==> config.mk <==
export PLATFORM = sky130hd
export DESIGN_NAME = uart_mem_bridge
export DESIGN_NICKNAME = d
export VERILOG_FILES = /design/src/rtl/uart_mem_bridge.sv
export SDC_FILE = /design/constraint.sdc
export NUM_CORES = 1
export LEC_CHECK = 0
export BUFFER_PORTS_ARGS = -buffer_cell sky130_fd_sc_hd__buf_2
export CORE_UTILIZATION = 54
export DETAILED_ROUTE_END_ITERATION = 7
export PLACE_DENSITY = 0.86
export SLEW_MARGIN = 20
export SYNTH_ARGS = -nofsm -noshare
export SYNTH_HDL_FRONTEND = slang
export SYNTH_SLANG_ARGS = --single-unit
==> constraint.sdc <==
create_clock -name i_clk -period 4.55 [get_ports i_clk]
set_clock_uncertainty 0.15 [all_clocks]
set_input_delay 0.2275 -clock i_clk [delete_from_list [all_inputs] [get_ports i_clk]]
set_output_delay 0.2275 -clock i_clk [all_outputs]
set_load 0.005 [all_outputs]
==> src/rtl/uart_mem_bridge.sv <==
// uart_mem_bridge
//   Serial debug bridge: a host sends 8N1 command frames over i_pinRX and the
//   bridge turns them into single-cycle memory-map read/write strobes. Each
//   command is answered over o_pinTX (0x06 for a write, two data bytes for a
//   read).
//
//   Command frames (low byte first):
//     write : 'W'(0x57) addr_lo addr_hi data_lo data_hi  -> reply 0x06
//     read  : 'R'(0x52) addr_lo addr_hi                  -> reply data_lo data_hi
//
//   Ports
//     i_clk         system clock, rising edge
//     i_rst         asynchronous active-high reset
//     i_pinRX       serial input, idle high, asynchronous
//     o_pinTX       serial output, idle high
//     o_memAddr     memory-map address (holds between commands)
//     o_memDataOut  write data (holds between commands)
//     o_memWrEn     one-cycle write strobe
//     o_memRdEn     one-cycle read strobe
//     i_memDataIn   read data, valid combinationally while o_memRdEn is high
//     o_busy        parser not idle or transmitter active
module uart_mem_bridge #(
   parameter int BAUD_DIV     = 434,
   parameter int TIMEOUT_BITS = 32
) (
   input  logic        i_clk,
   input  logic        i_rst,
   input  logic        i_pinRX,
   output logic        o_pinTX,
   output logic [15:0] o_memAddr,
   output logic [15:0] o_memDataOut,
   output logic        o_memWrEn,
   output logic        o_memRdEn,
   input  logic [15:0] i_memDataIn,
   output logic        o_busy
);

   localparam logic [15:0] BIT_LAST  = 16'(BAUD_DIV - 1);
   localparam logic [15:0] HALF_LAST = 16'(BAUD_DIV / 2 - 1);
   localparam int          TO_TICKS  = TIMEOUT_BITS * BAUD_DIV;
   localparam int          TO_W      = $clog2(TO_TICKS + 1);
   localparam logic [TO_W-1:0] TO_LAST = TO_W'(TO_TICKS - 1);

   localparam logic [7:0] OP_WR = 8'h57;
   localparam logic [7:0] OP_RD = 8'h52;
   localparam logic [7:0] ACK   = 8'h06;

   typedef enum logic [1:0] {RX_IDLE, RX_START, RX_DATA, RX_STOP} rx_state_t;
   typedef enum logic [1:0] {TX_IDLE, TX_START, TX_DATA, TX_STOP} tx_state_t;
   typedef enum logic [2:0] {
      P_IDLE, P_ADDR_LO, P_ADDR_HI, P_DATA_LO, P_DATA_HI, P_MEM, P_RESP
   } p_state_t;

   // ---------------------------------------------------------------------
   // RX synchronizer; rx_prev is one more stage for falling-edge detection
   // ---------------------------------------------------------------------
   logic rx_s1, rx_s2, rx_prev;

   always_ff @(posedge i_clk or posedge i_rst) begin
      if (i_rst) begin
         rx_s1   <= 1'b1;
         rx_s2   <= 1'b1;
         rx_prev <= 1'b1;
      end else begin
         rx_s1   <= i_pinRX;
         rx_s2   <= rx_s1;
         rx_prev <= rx_s2;
      end
   end

   // ---------------------------------------------------------------------
   // RX framer
   // ---------------------------------------------------------------------
   rx_state_t   rx_state, rx_next;
   logic [15:0] rx_cnt;
   logic [2:0]  rx_bit;
   logic [7:0]  rx_shift;
   logic        byte_done, frame_err;

   always_ff @(posedge i_clk or posedge i_rst) begin
      if (i_rst) rx_state <= RX_IDLE;
      else       rx_state <= rx_next;
   end

   always_comb begin
      rx_next   = rx_state;
      byte_done = 1'b0;
      frame_err = 1'b0;
      case (rx_state)
         RX_IDLE:  if (rx_prev && !rx_s2) rx_next = RX_START;
         // half-bit re-check rejects short low glitches
         RX_START: if (rx_cnt == HALF_LAST) rx_next = rx_s2 ? RX_IDLE : RX_DATA;
         RX_DATA:  if (rx_cnt == BIT_LAST && rx_bit == 3'd7) rx_next = RX_STOP;
         RX_STOP: begin
            if (rx_cnt == BIT_LAST) begin
               rx_next   = RX_IDLE;
               byte_done = rx_s2;
               frame_err = !rx_s2;
            end
         end
         default:  rx_next = RX_IDLE;
      endcase
   end

   always_ff @(posedge i_clk or posedge i_rst) begin
      if (i_rst) begin
         rx_cnt   <= '0;
         rx_bit   <= '0;
         rx_shift <= '0;
      end else begin
         case (rx_state)
            RX_IDLE: begin
               rx_cnt <= '0;
               rx_bit <= '0;
            end
            RX_START: rx_cnt <= (rx_cnt == HALF_LAST) ? 16'd0 : rx_cnt + 16'd1;
            RX_DATA: begin
               if (rx_cnt == BIT_LAST) begin
                  rx_cnt   <= '0;
                  rx_shift <= {rx_s2, rx_shift[7:1]};
                  rx_bit   <= rx_bit + 3'd1;
               end else begin
                  rx_cnt <= rx_cnt + 16'd1;
               end
            end
            RX_STOP:  rx_cnt <= (rx_cnt == BIT_LAST) ? 16'd0 : rx_cnt + 16'd1;
            default:  rx_cnt <= '0;
         endcase
      end
   end

   // ---------------------------------------------------------------------
   // Command parser
   // ---------------------------------------------------------------------
   p_state_t        p_state, p_next;
   logic            is_wr;
   logic [7:0]      addr_lo, addr_hi, data_lo;
   logic [TO_W-1:0] to_cnt;
   logic            collecting, timeout;
   logic            tx_last_done;

   assign collecting = (p_state == P_ADDR_LO) || (p_state == P_ADDR_HI) ||
                       (p_state == P_DATA_LO) || (p_state == P_DATA_HI);
   assign timeout    = collecting && (to_cnt == TO_LAST);

   always_ff @(posedge i_clk or posedge i_rst) begin
      if (i_rst) p_state <= P_IDLE;
      else       p_state <= p_next;
   end

   // byte_done is tested before timeout/frame_err so an arriving byte wins
   always_comb begin
      p_next    = p_state;
      o_memWrEn = 1'b0;
      o_memRdEn = 1'b0;
      case (p_state)
         P_IDLE: begin
            if (byte_done && (rx_shift == OP_WR || rx_shift == OP_RD))
               p_next = P_ADDR_LO;
         end
         P_ADDR_LO: begin
            if (byte_done)                 p_next = P_ADDR_HI;
            else if (frame_err || timeout) p_next = P_IDLE;
         end
         P_ADDR_HI: begin
            if (byte_done)                 p_next = is_wr ? P_DATA_LO : P_MEM;
            else if (frame_err || timeout) p_next = P_IDLE;
         end
         P_DATA_LO: begin
            if (byte_done)                 p_next = P_DATA_HI;
            else if (frame_err || timeout) p_next = P_IDLE;
         end
         P_DATA_HI: begin
            if (byte_done)                 p_next = P_MEM;
            else if (frame_err || timeout) p_next = P_IDLE;
         end
         P_MEM: begin
            o_memWrEn = is_wr;
            o_memRdEn = !is_wr;
            p_next    = P_RESP;
         end
         P_RESP:  if (tx_last_done) p_next = P_IDLE;
         default: p_next = P_IDLE;
      endcase
   end

   // Address/data bytes go to shadow registers so an aborted command leaves
   // the bus outputs untouched; the outputs update on the final byte only.
   always_ff @(posedge i_clk or posedge i_rst) begin
      if (i_rst) begin
         is_wr        <= 1'b0;
         addr_lo      <= '0;
         addr_hi      <= '0;
         data_lo      <= '0;
         o_memAddr    <= '0;
         o_memDataOut <= '0;
         to_cnt       <= '0;
      end else begin
         if (!collecting || byte_done) to_cnt <= '0;
         else                          to_cnt <= to_cnt + 1'b1;

         if (p_state == P_IDLE && p_next == P_ADDR_LO)
            is_wr <= (rx_shift == OP_WR);

         if (byte_done) begin
            case (p_state)
               P_ADDR_LO: addr_lo <= rx_shift;
               P_ADDR_HI: begin
                  addr_hi <= rx_shift;
                  if (!is_wr) o_memAddr <= {rx_shift, addr_lo};
               end
               P_DATA_LO: data_lo <= rx_shift;
               P_DATA_HI: begin
                  o_memAddr    <= {addr_hi, addr_lo};
                  o_memDataOut <= {rx_shift, data_lo};
               end
               default: ;
            endcase
         end
      end
   end

   // ---------------------------------------------------------------------
   // TX serializer; loaded during the MEM cycle so the start bit begins on
   // the following cycle. A pending high byte chains straight from stop.
   // ---------------------------------------------------------------------
   tx_state_t   tx_state, tx_next;
   logic [15:0] tx_cnt;
   logic [2:0]  tx_bit;
   logic [7:0]  tx_shift, tx_hi;
   logic        tx_pend;
   logic        tx_bit_end;

   assign tx_bit_end   = (tx_cnt == BIT_LAST);
   assign tx_last_done = (tx_state == TX_STOP) && tx_bit_end && !tx_pend;

   always_ff @(posedge i_clk or posedge i_rst) begin
      if (i_rst) tx_state <= TX_IDLE;
      else       tx_state <= tx_next;
   end

   always_comb begin
      tx_next = tx_state;
      case (tx_state)
         TX_IDLE:  if (p_state == P_MEM) tx_next = TX_START;
         TX_START: if (tx_bit_end) tx_next = TX_DATA;
         TX_DATA:  if (tx_bit_end && tx_bit == 3'd7) tx_next = TX_STOP;
         TX_STOP:  if (tx_bit_end) tx_next = tx_pend ? TX_START : TX_IDLE;
         default:  tx_next = TX_IDLE;
      endcase
   end

   always_ff @(posedge i_clk or posedge i_rst) begin
      if (i_rst) begin
         tx_cnt   <= '0;
         tx_bit   <= '0;
         tx_shift <= '0;
         tx_hi    <= '0;
         tx_pend  <= 1'b0;
      end else begin
         case (tx_state)
            TX_IDLE: begin
               tx_cnt <= '0;
               tx_bit <= '0;
               if (p_state == P_MEM) begin
                  tx_shift <= is_wr ? ACK : i_memDataIn[7:0];
                  tx_hi    <= i_memDataIn[15:8];
                  tx_pend  <= !is_wr;
               end
            end
            TX_START: tx_cnt <= tx_bit_end ? 16'd0 : tx_cnt + 16'd1;
            TX_DATA: begin
               if (tx_bit_end) begin
                  tx_cnt   <= '0;
                  tx_shift <= {1'b0, tx_shift[7:1]};
                  tx_bit   <= tx_bit + 3'd1;
               end else begin
                  tx_cnt <= tx_cnt + 16'd1;
               end
            end
            TX_STOP: begin
               if (tx_bit_end) begin
                  tx_cnt <= '0;
                  if (tx_pend) begin
                     tx_shift <= tx_hi;
                     tx_pend  <= 1'b0;
                  end
               end else begin
                  tx_cnt <= tx_cnt + 16'd1;
               end
            end
            default: tx_cnt <= '0;
         endcase
      end
   end

   // Line level is decoded from state so reset forces it high at once.
   always_comb begin
      case (tx_state)
         TX_START: o_pinTX = 1'b0;
         TX_DATA:  o_pinTX = tx_shift[0];
         default:  o_pinTX = 1'b1;
      endcase
   end

   assign o_busy = (p_state != P_IDLE) || (tx_state != TX_IDLE);

endmodule

==> results.md, run 1 <==
* Crit path DAT at 3140 ps
* # rows at 40
* Synth Instances at 565
* Die height at 113 um
* Worst-path maximum fanout at 8
* Outcome: finished, final reports clean
* Initial antenna violation count at 0
* Routability cong. at 0.875
* # port buffers at 54
* R2R depth at 5
* Cell taking the most area after synthesis: dfrtp_1
* Share of flip-flops with an asynchronous set or reset at 1.00
* Io pins at 55
* CTS tree: yes
* Final wirelength at 13,400 um
* Fmax at 336 MHz
* MaxCap Viol Count at 0
* RSZ-0062 raised after global routing: false
* Met2 WL post-DR at 6880 um
* Actual slew at the worst max-slew pin at 971 ps
* # setup viols final at 0
* Max transition margin at 0.353
* Synth cell types at 58
* Syn nets at 598
* DRT met1 WL at 5700 um
* Hold Fails Final Rpt at 0
* Die width at 113 um
* DR pass1 iterations at 5
* Leading cell type in the layout, fill and taps excluded: dfrtp_1
* Post-DP HPWL at 8840 um
* Req. time, crit path at 4710 ps
* Clk sinks at 144
* Cell Area, Synth at 6610 um2
* 1st-iter DRT viols at 358
* CP startpoint: rx_cnt[13]
* #FFs+latches synth at 144
* H-tree depth at 4
* Fin util at 0.647
* R2r setup slk at 1570 ps
* Die area at 12,700 um2
* WHS Endpoint: tx_shift[6]
* Final hold slack at 14.8 ps
* Startpoint types: register
* DRC at 0
* Hold Path Origin: i_memDataIn[6]
* Worst Setup End Kind: register
* CTS Buffer Depth at 2
* Wire length per cell at 17.0 um
* Post-CTS setup buffer count at 0
* Pwr Density at 376 nW/um2
* Hold Path Stages at 3
* TritonCTS Buffers at 17
* Antenna diodes at 0
* Dominant cells by area after synthesis: dfrtp_1 (53%), mux2_2 (11%), nor2_1 (3.5%), xor2_1 (3.4%), ha_1 (2.6%)
* EDFF count, synth at 0
* WS Path Type: reg -> reg
* Initial Util at 0.553
* Largest net degree at the start of global routing at 111
* Setup_tns at 0 ps
* Commonest cells after routing, fill and taps aside: dfrtp_1 (141), mux2_2 (67), nor2_1 (62), buf_2 (54), nand2_1 (35)
* Post-CTS Resized at 0
* Via count at 4,594
* Layout area overhead at 17.0%
* Cell total after placement at 746
* Core Area at 12,000 um2
* Synth Warn # at 0
* Global-route usage over all layers at 0.233
* GRT overflow at 0
* Highest Signal Layer: met4
* Met3 wire len at 510 um
* Clk slew on worst S/H paths at 60 ps
* FF-to-FF Start: rx_cnt[13]
* First-pass GRT wire length at 23,000 um
* Hold Crit Class: in -> reg
* Share of layout cells above drive strength 1 at 0.262
* Period utilization at 0.654
* Post-DR vias/cell at 5.81
* Clock Tree Root: clkbuf_16
* Area share of the largest cell type after synthesis at 0.533
* Sequential fraction of the synthesis area at 0.545
* Vias in the first global route at 4,767
* Detail Route Antenna Nets at 0
* Peak VDD IR at 0.000249 V
* Nets at 665
* Top_reg_cell synth: dfrtp_1
* Clock insertion delay at the later pin of the skew report at 430 ps
* Slew Viols, Final at 0
* RR Endpoint: addr_lo[4]
* Final Critical Period at 2980 ps
* Lkg Pwr at 3.70 nW
* Non-Filler Instances at 791
* Syn avg cell area at 11.7 um2
-- synth_stat cells (all sizes together), types with 2 or more instances --
cell type,count
dfstp,3
a21oi,9
and2,4
nor3,7
nor4b,7
mux2,68
o22ai,2
or3b,2
dfrtp,141
a22oi,5
buf,6
o31ai,2
a22o,2
nand3,17
mux2i,15
or4,4
xor2,26
xnor2,18
ha,14
nand4,10
nor2b,4
nand3b,3
and3,9
a222oi,5
inv,20
nor3b,2
clkbuf,17
nor4,3
nand2,36
nand2b,2
and4,6
o21ai,18
nor2,62
-- logic make-up after synthesis --
group | share of synthesized area
simple gates | 0.152
xor+xnor | 0.0583
buf+inv | 0.0259
compound gates | 0.0534
flops | 0.545
fa+ha+maj | 0.0265
mux | 0.138
-- critical path, cell delays in order, from the launching register on --
cell and delay, ps:
dfrtp_1 410, or4_1 600, nor4_4 540, nand2_4 150, nor4b_4 590, mux2_2 410
-- metrics by stage --
stage / cell area (um2) / power (W) / setup slack (ps)
final: 7740 / 0.00291 / 1570
after global routing: 7740 / 0.00301 / 1460
after CTS: 7740 / 0.00293 / 1580
after detailed placement: 7000 / 0.00153 / 1600
after global placement: 7000 / 0.00152 / 1690
after floorplan: 6610 / 0.00148 / 311
-- layer usage --
metal,global-route usage,vias to the layer above
met4,0.112,0
met1,0.294,2312
li1,-,2122
met2,0.386,130
met3,0.0470,30
met5,0,-
-- final cells by class --
| type | instances | area (um2) |
|---|---|---|
| inverters | 21 | 83.8 |
| repair buffers | 71 | 433 |
| clock buffers | 17 | 425 |
| flip-flops and latches | 144 | 3610 |
| clock inverters | 14 | 168 |
| well taps | 147 | 184 |
| multi-input cells | 377 | 2840 |
| fillers | 835 | 4230 |
-- repair_timing --
action	CTS	global route
endpoints found under the setup margin	0	0
hold endpoints to repair	121	0
hold buffers	14	0
-- state kept, by name, summed over array words and instances (netlist names), 2 cells and up, named ones only --
register,cells
addr_hi,8
addr_lo,8
data_lo,8
o_memAddr,16
o_memDataOut,16
p_state,3
rx_bit,3
rx_cnt,16
rx_shift,8
to_cnt,14
tx_bit,3
tx_cnt,16
tx_hi,8
tx_shift,8
tx_state,2
-- report_power, final --
| part | switching, W | internal (W) | leakage, nW | total [W] |
|---|---|---|---|---|
| Sequential | 0.0000372 | 0.00131 | 1.94 | 0.00135 |
| Clock | 0.000532 | 0.000858 | 0.297 | 0.00139 |
| Combinational | 0.000105 | 0.0000644 | 1.46 | 0.000170 |
| Total | 0.000674 | 0.00223 | 3.70 | 0.00291 |
-- worst max path at each step --
stage,slack [ps],cells past startpoint,to
4_1_cts,1580,5,addr_lo[4]
5_1_grt,1460,5,data_lo[7]
2_1_floorplan,310,1,asynchronous set/reset pin
3_3_place_gp,1690,5,addr_lo[0]
6_report,1570,5,addr_lo[4]
3_5_place_dp,1600,5,addr_lo[4]
No activity file was read; power rests on OpenSTA's default activity.
==> run 2, diff against run 1 <==
==> constraint.sdc (replaced) <==
create_clock -name i_clk -period 2.51 [get_ports i_clk]
set_clock_uncertainty 0.15 [all_clocks]
set_input_delay 0.1255 -clock i_clk [delete_from_list [all_inputs] [get_ports i_clk]]
set_output_delay 0.1255 -clock i_clk [all_outputs]
set_load 0.005 [all_outputs]
==> results.md, run 2 (synthesis gave the netlist of run 1 again) <==
* Outcome: finished, violations left
* Failing checks: setup timing
* H-tree depth at 4 (unchanged)
* Crit path DAT at 2740 ps (-400 ps)
* Hold Path Origin: i_memDataIn[7]
* Hold Crit Class: in -> reg
* Final setup margin at -69.4 ps (-1640 ps)
* Share of layout cells above drive strength 1 at 0.301 (+0.0383)
* Final hold slack at 27.8 ps (+13.0 ps)
* Routability cong. at 0.862 (-1.5%)
* Multi-input combinational cell area at 2960 um2 (+4.5%)
* Die height at 113 um (unchanged)
* Storage cell area at 3610 um2 (unchanged)
* Initial Util at 0.553 (unchanged)
* TritonCTS Buffers at 17 (unchanged)
* WS Path Type: reg -> reg
* # port buffers at 54 (unchanged)
* Global-route usage over all layers at 0.247 (+0.0142)
* Antenna diodes at 0 (unchanged)
* Hold Fails Final Rpt at 0 (unchanged)
* 1st-iter DRT viols at 441 (+23%)
* Final Total Pwr at 0.00524 W (+80%)
* Vias in the first global route at 5,010 (+5.1%)
* MaxCap Viol Count at 0 (unchanged)
* Fillers at 805 (-3.6%)
* CTS tree: yes
* Actual slew at the worst max-slew pin at 633 ps (-338 ps)
* # setup viols final at 48 (+48)
* Fmax at 388 MHz (+15%)
* DRC at 0 (unchanged)
* Pwr Density at 643 nW/um2 (+71%)
* Final wirelength at 14,900 um (+11%)
* Post-DR vias/cell at 5.79 (-0.23%)
* Wire length per cell at 18.2 um (+7.2%)
* RR Endpoint: o_memDataOut[1]
* Via count at 4,763 (+3.7%)
* Final Critical Period at 2580 ps (-398 ps)
* RSZ-0062 raised after global routing: true
* Worst Setup End Kind: register
* Core Area at 12,000 um2 (unchanged)
* GRT overflow at 0 (unchanged)
* CTS Buffer Depth at 2 (unchanged)
* Worst-path maximum fanout at 16 (+8)
* Layout area overhead at 23.3%
* First-pass GRT wire length at 24,300 um (+5.9%)
* Clock insertion delay at the later pin of the skew report at 420 ps (about the same)
* Req. time, crit path at 2670 ps (-2040 ps)
* Post-DP HPWL at 9050 um (+2.4%)
* Period utilization at 1.03 (+0.373)
* Commonest cells after routing, fill and taps aside: dfrtp_1 (141), nor2_1 (61), buf_2 (54), mux2_2 (44), nand2_1 (34)
* Leading cell type in the layout, fill and taps excluded: dfrtp_1
* Peak VDD IR at 0.000557 V (+120%)
* Initial antenna violation count at 0 (unchanged)
* Die area at 12,700 um2 (unchanged)
* R2r setup slk at -70 ps (-1640 ps)
* Largest net degree at the start of global routing at 79 (-29%)
* Slew Viols, Final at 0 (unchanged)
* Max transition margin at 0.575 (+0.222)
* Nets at 696 (+4.7%)
* Die width at 113 um (unchanged)
* FF-to-FF Start: rx_cnt[14]
* WHS Endpoint: tx_shift[7]
* R2R depth at 8 (+3)
* Clk sinks at 144 (unchanged)
* Startpoint types: register
* Clk slew on worst S/H paths at 60 ps (about the same)
* Lkg Pwr at 3.86 nW (+4.4%)
* Io pins at 55 (unchanged)
* Hold Path Stages at 4 (+1)
* Detail Route Antenna Nets at 0 (unchanged)
* Clock Tree Root: clkbuf_16
* # rows at 40 (unchanged)
* DR pass1 iterations at 5 (unchanged)
-- run 2: how the worst max path moves through the flow --
| stage | startpoint | end | cells after the start |
|---|---|---|---|
| 6_report | rx_cnt[14] | o_memDataOut[1] | 8 |
| 3_3_place_gp | rx_cnt[10] | rx_shift[3] | 5 |
| 4_1_cts | rx_cnt[9] | addr_lo[3] | 7 |
| 5_1_grt | rx_cnt[14] | addr_lo[5] | 7 |
| 2_1_floorplan | rx_cnt[9] | addr_hi[0] | 5 |
| 3_5_place_dp | rx_cnt[10] | rx_shift[4] | 5 |
-- run 2: final cells by class --
type                            count  share of cell area
Sequential cell                   144               0.443
Tap cell                          147              0.0226
Multi-Input combinational cell    377               0.363
Timing Repair Buffer              102              0.0910
Inverter                           21              0.0101
Clock buffer                       20              0.0573
Clock inverter                     11              0.0132
-- run 2: worst max-delay path, cell delays in order, from the launching register on --
cell and delay (ps):
dfrtp_1 380, or4_4 570, nor4_4 320, buf_6 170
buf_4 120, and2_4 160, nand3_2 130, buf_12 190
mux2_2 270
-- run 2: through the flow --
stage          utilization  setup slack [ps]  instances  cell area (um2)  TNS (ps)
2_1_floorplan            -              -103        565             6640     -2770
5_1_grt              0.681              -143        822             8150     -5240
3_3_place_gp         0.606              27.2        770             7250         0
3_5_place_dp         0.606             -99.6        770             7250     -1600
6_report             0.681             -69.4        822             8150     -2540
4_1_cts              0.676             -79.9        819             8080     -1180
-- run 2: power breakdown --
part | leakage, nW | internal [W] | switching, W
sequential | 1.94 | 0.00238 | 0.0000754
combinational | 1.65 | 0.000147 | 0.000218
clock | 0.267 | 0.00144 | 0.000983
total | 3.86 | 0.00396 | 0.00128
-- run 2: layer usage --
metal | up-vias | part of all wire | GRT usage | wire length [um]
met5 | - | 0 | 0 | 0
met4 | 0 | 0.022 | 0.103 | 324
li1 | 2171 | - | - | -
met1 | 2405 | 0.42 | 0.302 | 6260
met2 | 152 | 0.51 | 0.420 | 7640
met3 | 35 | 0.049 | 0.0605 | 726
-- run 2: what timing repair did --
item	in CTS	in global routing
endpoints found under the setup margin	48	58
pin swaps	1	4
gates resized for setup	22	13
endpoints found under the hold margin	157	0
buffers inserted	1	3
hold buffers	17	0
